[src/rtl/irq_dispatcher_if.sv]
`default_nettype none
// ============================================================================
// Module      : irq_dispatcher_if
// Description : Handshake bundle between the priority encoder / interrupt
//               consumer and irq_dispatcher.
//               master : dispatcher side (drives irq, vector, clear, busy,
//                        timeout; receives enc_out, enc_valid, ack)
//               slave  : environment side (encoder, consumer, request latch)
//               Optional macro IRQ_SERVICE_COUNT_EN adds the 8-bit
//               'serviced' count output.
// Revision    : 1.0 - initial release
// ============================================================================
interface irq_dispatcher_if;
  logic [1:0] enc_out;    // encoded index of highest-priority request
  logic       enc_valid;  // at least one request active
  logic       ack;        // consumer acknowledge
  logic       irq;        // held interrupt request
  logic [1:0] vector;     // index being serviced
  logic [3:0] clear;      // one-hot clear pulse to the request latch
  logic       busy;       // high outside IDLE
  logic       timeout;    // request abandoned pulse
`ifdef IRQ_SERVICE_COUNT_EN
  logic [7:0] serviced;   // saturating count of acknowledged interrupts
`endif

  modport master (
    input  enc_out, enc_valid, ack,
    output irq, vector, clear, busy, timeout
`ifdef IRQ_SERVICE_COUNT_EN
    , output serviced
`endif
  );

  modport slave (
    output enc_out, enc_valid, ack,
    input  irq, vector, clear, busy, timeout
`ifdef IRQ_SERVICE_COUNT_EN
    , input serviced
`endif
  );
endinterface
`default_nettype wire

[src/rtl/irq_dispatcher.sv]
`default_nettype none
// ============================================================================
// Module      : irq_dispatcher
// Description : Converts a valid encoded request from a 4-input priority
//               encoder into a held interrupt (irq + vector), waits for an
//               acknowledge, then pulses a one-hot clear back to the request
//               latch. Requests not acknowledged within TIMEOUT cycles are
//               abandoned with a one-cycle timeout pulse.
// Ports       : clock  - system clock, rising edge
//               reset  - asynchronous active-high reset
//               bus    - irq_dispatcher_if.master (enc_out, enc_valid, ack in;
//                        irq, vector, clear, busy, timeout out)
// Parameters  : TIMEOUT - cycles irq is held without ack (1 .. 2**CW-1)
//               CW      - wait counter width
// Options     : IRQ_SERVICE_COUNT_EN - adds 8-bit saturating 'serviced' count
// Revision    : 1.0 - initial release
// ============================================================================
module irq_dispatcher #(
  parameter int TIMEOUT = 15,
  parameter int CW      = 4
) (
  input  wire logic       clock,
  input  wire logic       reset,
  irq_dispatcher_if.master bus
);

  typedef enum logic [1:0] {
    ST_IDLE = 2'd0,
    ST_WAIT = 2'd1,
    ST_GAP  = 2'd2
  } state_t;

  localparam logic [CW-1:0] C_LAST = CW'(TIMEOUT - 1);

  state_t        r_state, w_state;
  logic [CW-1:0] r_cnt, w_cnt;
  logic          r_irq, w_irq;
  logic [1:0]    r_vector, w_vector;
  logic [3:0]    r_clear, w_clear;
  logic          r_busy, w_busy;
  logic          r_timeout, w_timeout;

  // State and every output are registered together, so outputs never have
  // a combinational path from the inputs.
  always_ff @(posedge clock or posedge reset) begin
    if (reset) begin
      r_state   <= ST_IDLE;
      r_cnt     <= '0;
      r_irq     <= 1'b0;
      r_vector  <= 2'b00;
      r_clear   <= 4'b0000;
      r_busy    <= 1'b0;
      r_timeout <= 1'b0;
    end else begin
      r_state   <= w_state;
      r_cnt     <= w_cnt;
      r_irq     <= w_irq;
      r_vector  <= w_vector;
      r_clear   <= w_clear;
      r_busy    <= w_busy;
      r_timeout <= w_timeout;
    end
  end

  always_comb begin
    w_state   = r_state;
    w_cnt     = r_cnt;
    w_irq     = r_irq;
    w_vector  = r_vector;
    w_clear   = 4'b0000;   // clear and timeout are single-cycle pulses
    w_timeout = 1'b0;

    case (r_state)
      ST_IDLE: begin
        if (bus.enc_valid) begin
          w_vector = bus.enc_out;
          w_irq    = 1'b1;
          w_cnt    = '0;
          w_state  = ST_WAIT;
        end
      end

      ST_WAIT: begin
        // ack takes precedence over an expiring counter
        if (bus.ack) begin
          w_irq   = 1'b0;
          w_clear = 4'b0001 << r_vector;
          w_state = ST_GAP;
        end else if (r_cnt == C_LAST) begin
          w_irq     = 1'b0;
          w_timeout = 1'b1;
          w_state   = ST_GAP;
        end else begin
          w_cnt = r_cnt + 1'b1;
        end
      end

      // One idle edge lets the upstream latch apply clear before enc_valid
      // is sampled again, preventing a re-issue of the serviced request.
      ST_GAP: begin
        w_state = ST_IDLE;
      end

      default: begin
        w_state = ST_IDLE;
        w_irq   = 1'b0;
      end
    endcase

    w_busy = (w_state != ST_IDLE);
  end

  assign bus.irq     = r_irq;
  assign bus.vector  = r_vector;
  assign bus.clear   = r_clear;
  assign bus.busy    = r_busy;
  assign bus.timeout = r_timeout;

`ifdef IRQ_SERVICE_COUNT_EN
  logic [7:0] r_serviced;

  // Advances together with the registered clear pulse, saturating at 8'hFF.
  always_ff @(posedge clock or posedge reset) begin
    if (reset) begin
      r_serviced <= 8'h00;
    end else if ((w_clear != 4'b0000) && (r_serviced != 8'hFF)) begin
      r_serviced <= r_serviced + 8'h01;
    end
  end

  assign bus.serviced = r_serviced;
`endif

endmodule
`default_nettype wire

[src/flat_wrapper.sv]
// flat-port wrapper written by rule: the top's interface ports become plain ports
module irq_dispatcher_flat 
#(
  parameter int TIMEOUT = 15,
  parameter int CW      = 4
)
  (clock, reset, bus_enc_out, bus_enc_valid, bus_ack, bus_irq, bus_vector, bus_clear, bus_busy, bus_timeout);
  irq_dispatcher_if bus_i ();
  input  wire logic clock;
  input  wire logic reset;
  input wire logic [$bits(bus_i.enc_out)-1:0] bus_enc_out;
  input wire logic [$bits(bus_i.enc_valid)-1:0] bus_enc_valid;
  input wire logic [$bits(bus_i.ack)-1:0] bus_ack;
  output wire logic [$bits(bus_i.irq)-1:0] bus_irq;
  output wire logic [$bits(bus_i.vector)-1:0] bus_vector;
  output wire logic [$bits(bus_i.clear)-1:0] bus_clear;
  output wire logic [$bits(bus_i.busy)-1:0] bus_busy;
  output wire logic [$bits(bus_i.timeout)-1:0] bus_timeout;
  assign bus_i.enc_out = bus_enc_out;
  assign bus_i.enc_valid = bus_enc_valid;
  assign bus_i.ack = bus_ack;
  assign bus_irq = bus_i.irq;
  assign bus_vector = bus_i.vector;
  assign bus_clear = bus_i.clear;
  assign bus_busy = bus_i.busy;
  assign bus_timeout = bus_i.timeout;
  irq_dispatcher #(.TIMEOUT(TIMEOUT), .CW(CW)) u_core (.clock(clock), .reset(reset), .bus(bus_i));
endmodule
[config.mk]
export PLATFORM = sky130hd
export DESIGN_NAME = irq_dispatcher_flat
export DESIGN_NICKNAME = d
export VERILOG_FILES = /design/src/rtl/irq_dispatcher_if.sv /design/src/rtl/irq_dispatcher.sv /design/src/flat_wrapper.sv
export SDC_FILE = /design/constraint.sdc
export NUM_CORES = 1
export LEC_CHECK = 0
export BUFFER_PORTS_ARGS = -buffer_cell sky130_fd_sc_hd__buf_4
export CORE_UTILIZATION = 49
export CTS_CLUSTER_DIAMETER = 30
export CTS_CLUSTER_SIZE = 20
export DETAILED_ROUTE_END_ITERATION = 12
export GPL_ROUTABILITY_DRIVEN = 0
export PLACE_DENSITY = 0.77
export SLEW_MARGIN = 20
export SYNTH_ARGS = -nofsm -noshare
export SYNTH_HDL_FRONTEND = slang
export SYNTH_SLANG_ARGS = --single-unit
[constraint.sdc]
create_clock -name clock -period 1.7 [get_ports clock]
set_clock_uncertainty 0.05 [all_clocks]
set_input_delay 0.17 -clock clock [delete_from_list [all_inputs] [get_ports clock]]
set_output_delay 0.17 -clock clock [all_outputs]
set_load 0.05 [all_outputs]
==> impl_metrics.env <==
export IMPL_status="finished, final reports clean"
export IMPL_worstPathRequired_ns=1.82
export IMPL_slowest_delay_ns=0.51
export IMPL_clk_pin_slew_worst_paths_ns=0.09
export IMPL_synth_area_um2=646
export IMPL_cts_resized=0
export IMPL_rsz0062_at_grt="false"
export IMPL_slew_viol_final=0
export IMPL_report_final_hold_viol_count=0
export IMPL_hold_class="input port to flop"
export IMPL_ys_ff_latch=15
export IMPL_fin_crit_ns=1.51
export IMPL_drt_first_pass_iters=4
export IMPL_antenna_found_initial=0
export IMPL_syn_to_final_growth_pct=22.3
export IMPL_ant_nets=0
export IMPL_syn_instance_count=55
export IMPL_dieWidth_um=38.3
export IMPL_fin_nets=81
export IMPL_remaining_drc_errors=0
export IMPL_grt_max_degree=16
export IMPL_power_density_nw_per_um2=1490
export IMPL_setup_slack_ns=0.190
export IMPL_cp_arrival_ns=1.63
export IMPL_numCtsBuffers=3
export IMPL_syn_avg_cell_area_um2=11.7
export IMPL_cts_tree="yes"
export IMPL_grt_usage=0.186
export IMPL_slew_headroom=0.628
export IMPL_vdd_ir_drop_max_v=0.000722
export IMPL_netlist_area_leader_share=0.581
export IMPL_hpwl_um=806
export IMPL_cts_setup_buffers=0
export IMPL_n_antenna_cell=0
export IMPL_clockBufferDepth=2
export IMPL_start_kind="flop"
export IMPL_end_kind="flop"
export IMPL_synth_ff_type="dfrtp_1"
export IMPL_insertion_delay_ns=0.28
export IMPL_max_cap_violations=0
export IMPL_grt_pass1_wl_um=1770
export IMPL_min_period_over_period=0.888
export IMPL_worst_pin_slew_ns=0.558
export IMPL_critPathTopFamily="simple AND/OR/NAND/NOR gates"
export IMPL_ioPinCount=15
export IMPL_path_cells="or3b_1 -> o311ai_1 -> nand3_1"
export IMPL_yosysTopAreaCell="dfrtp_1"
export IMPL_cts_root_buf="clkbuf_4"
export IMPL_placementRows=12
export IMPL_ys_types=26
export IMPL_cts_sinks=15
export IMPL_num_vias=460
export IMPL_place_ws_ns=0.216
export IMPL_final_seq_area_um2=375
export IMPL_multi_input_area_um2=244
export IMPL_port_buffers=14
export IMPL_power_leakage_nw=0.375
export IMPL_post_synth_top_count_cell="dfrtp_1"
export IMPL_synthTopCellsByArea="dfrtp_1 (58%), ha_1 (3.9%), mux2_2 (3.5%), nand2b_1 (2.9%), nand3_1 (2.3%)"
export IMPL_synth_nets=63
export IMPL_drive_gt1_frac=0.278
export IMPL_core_um2=1170
export IMPL_max_clock_freq_mhz=662
export IMPL_grt_pass1_vias=393
export IMPL_die_y_um=38.3
export IMPL_vias_per_cell=5.35
export IMPL_die_area_um2=1470
export IMPL_setup_tns_final_ns=0
export IMPL_synth_edff_count=0
export IMPL_wl_per_cell_um=13.1
export IMPL_finalSetupViolCount=0
export IMPL_grt_overflow=0
export IMPL_cp_slowest_cell="or3b_1"
export IMPL_synth_seq_area_share=0.581
export IMPL_drt_iter0_drc=5
export IMPL_wl_um=1130
export IMPL_fill_cells=84
export IMPL_crit_fanout=10
export IMPL_h_tree_depth=1
export IMPL_initial_utilization=0.551
export IMPL_worst_path_buf_inv=0
export IMPL_async_flop_share=1.00
export IMPL_criticalPathCategory="flop to flop"
export IMPL_ys_warn_count=0
logic make-up (layout without fill, tap and decap cells):
family                     Yosys count  after routing  share of synthesized area
muxes                                2              2                     0.0349
adders and majority gates            2              2                     0.0388
AOI/OAI and AO/OA                   11             11                      0.118
and+or+nand+nor                     20             20                      0.186
buffers and inverters                5             22                     0.0407
DFF                                 15             15                      0.581
state kept, by name (all words and copies together), names as in the netlist:
signal and cells:
u_core.bus.clear 4, u_core.r_cnt 4, u_core.bus.vector 2, u_core.bus.irq 1, u_core.r_state 2, u_core.bus.busy 1, u_core.bus.timeout 1
where the power goes:
group / internal (mW) / leakage (nW) / switching [mW]
registers: 0.443 / 0.195 / 0.0848
clock network: 0.0911 / 0.0150 / 0.111
logic: 0.159 / 0.165 / 0.288
per-stage QoR:
stage	utilization	cells	instance area, um2	hold slack [ns]	total power, mW
floorplan	-	55	646	0.0215	0.847
CTS	0.674	86	790	0.0606	1.18
detailed placement	0.643	81	753	0.209	0.978
global route	0.674	86	790	0.0574	1.24
global placement	0.643	81	753	0.199	0.969
finish	0.674	86	790	0.0681	1.18
cells in the final DEF, fill, tap and decap left out, types with 2 or more instances in the layout:
master    netlist  layout
dfrtp_1        15      15
buf_4           0      14
inv_1           3       3
nor2_1          3       3
nand3_1         3       3
nand2b_1        3       3
o21ai_0         3       3
clkbuf_4        0       3
mux2_2          2       2
nor3b_1         2       2
or3_1           2       2
o211ai_1        2       2
ha_1            2       2
area by class of cell:
class	count	share of cell area
sequential	15	0.475
clock buffer	4	0.0333
multi-input combinational	35	0.309
timing repair buffer	15	0.146
inverter	3	0.0143
tap	14	0.0222
timing repair:
| item | CTS | global route |
|---|---|---|
| endpoints found under the setup margin | 0 | 0 |
| hold endpoints to repair | 15 | 0 |
| hold buffers | 1 | 0 |
routing by layer:
layer,GRT usage,up-vias,wire (um)
met1,0.268,213,542
li1,-,234,-
met3,0.0523,2,40
met4,0.0804,0,14
met2,0.258,11,533
met5,0,-,0
worst paths after layout:
check                                            start  cells past startpoint                               end  slack [ns]
min reg2reg                u_core.r_state[1]$_DFF_PP0_                      1         u_core.bus.busy$_DFF_PP0_        0.45
min                                     bus_enc_out[1]                      2  u_core.bus.vector[1]$_DFFE_PP0P_        0.07
max in group asynchronous                        reset                      3     u_core.bus.clear[1]$_DFF_PP0_        0.79
max reg2reg                u_core.r_state[0]$_DFF_PP0_                      3       u_core.r_cnt[3]$_DFFE_PP0P_        0.19
min in group asynchronous                        reset                      3       u_core.r_cnt[1]$_DFFE_PP0P_        0.44
max                        u_core.r_state[0]$_DFF_PP0_                      3       u_core.r_cnt[3]$_DFFE_PP0P_        0.19
Power figures use the tool's default switching activity.
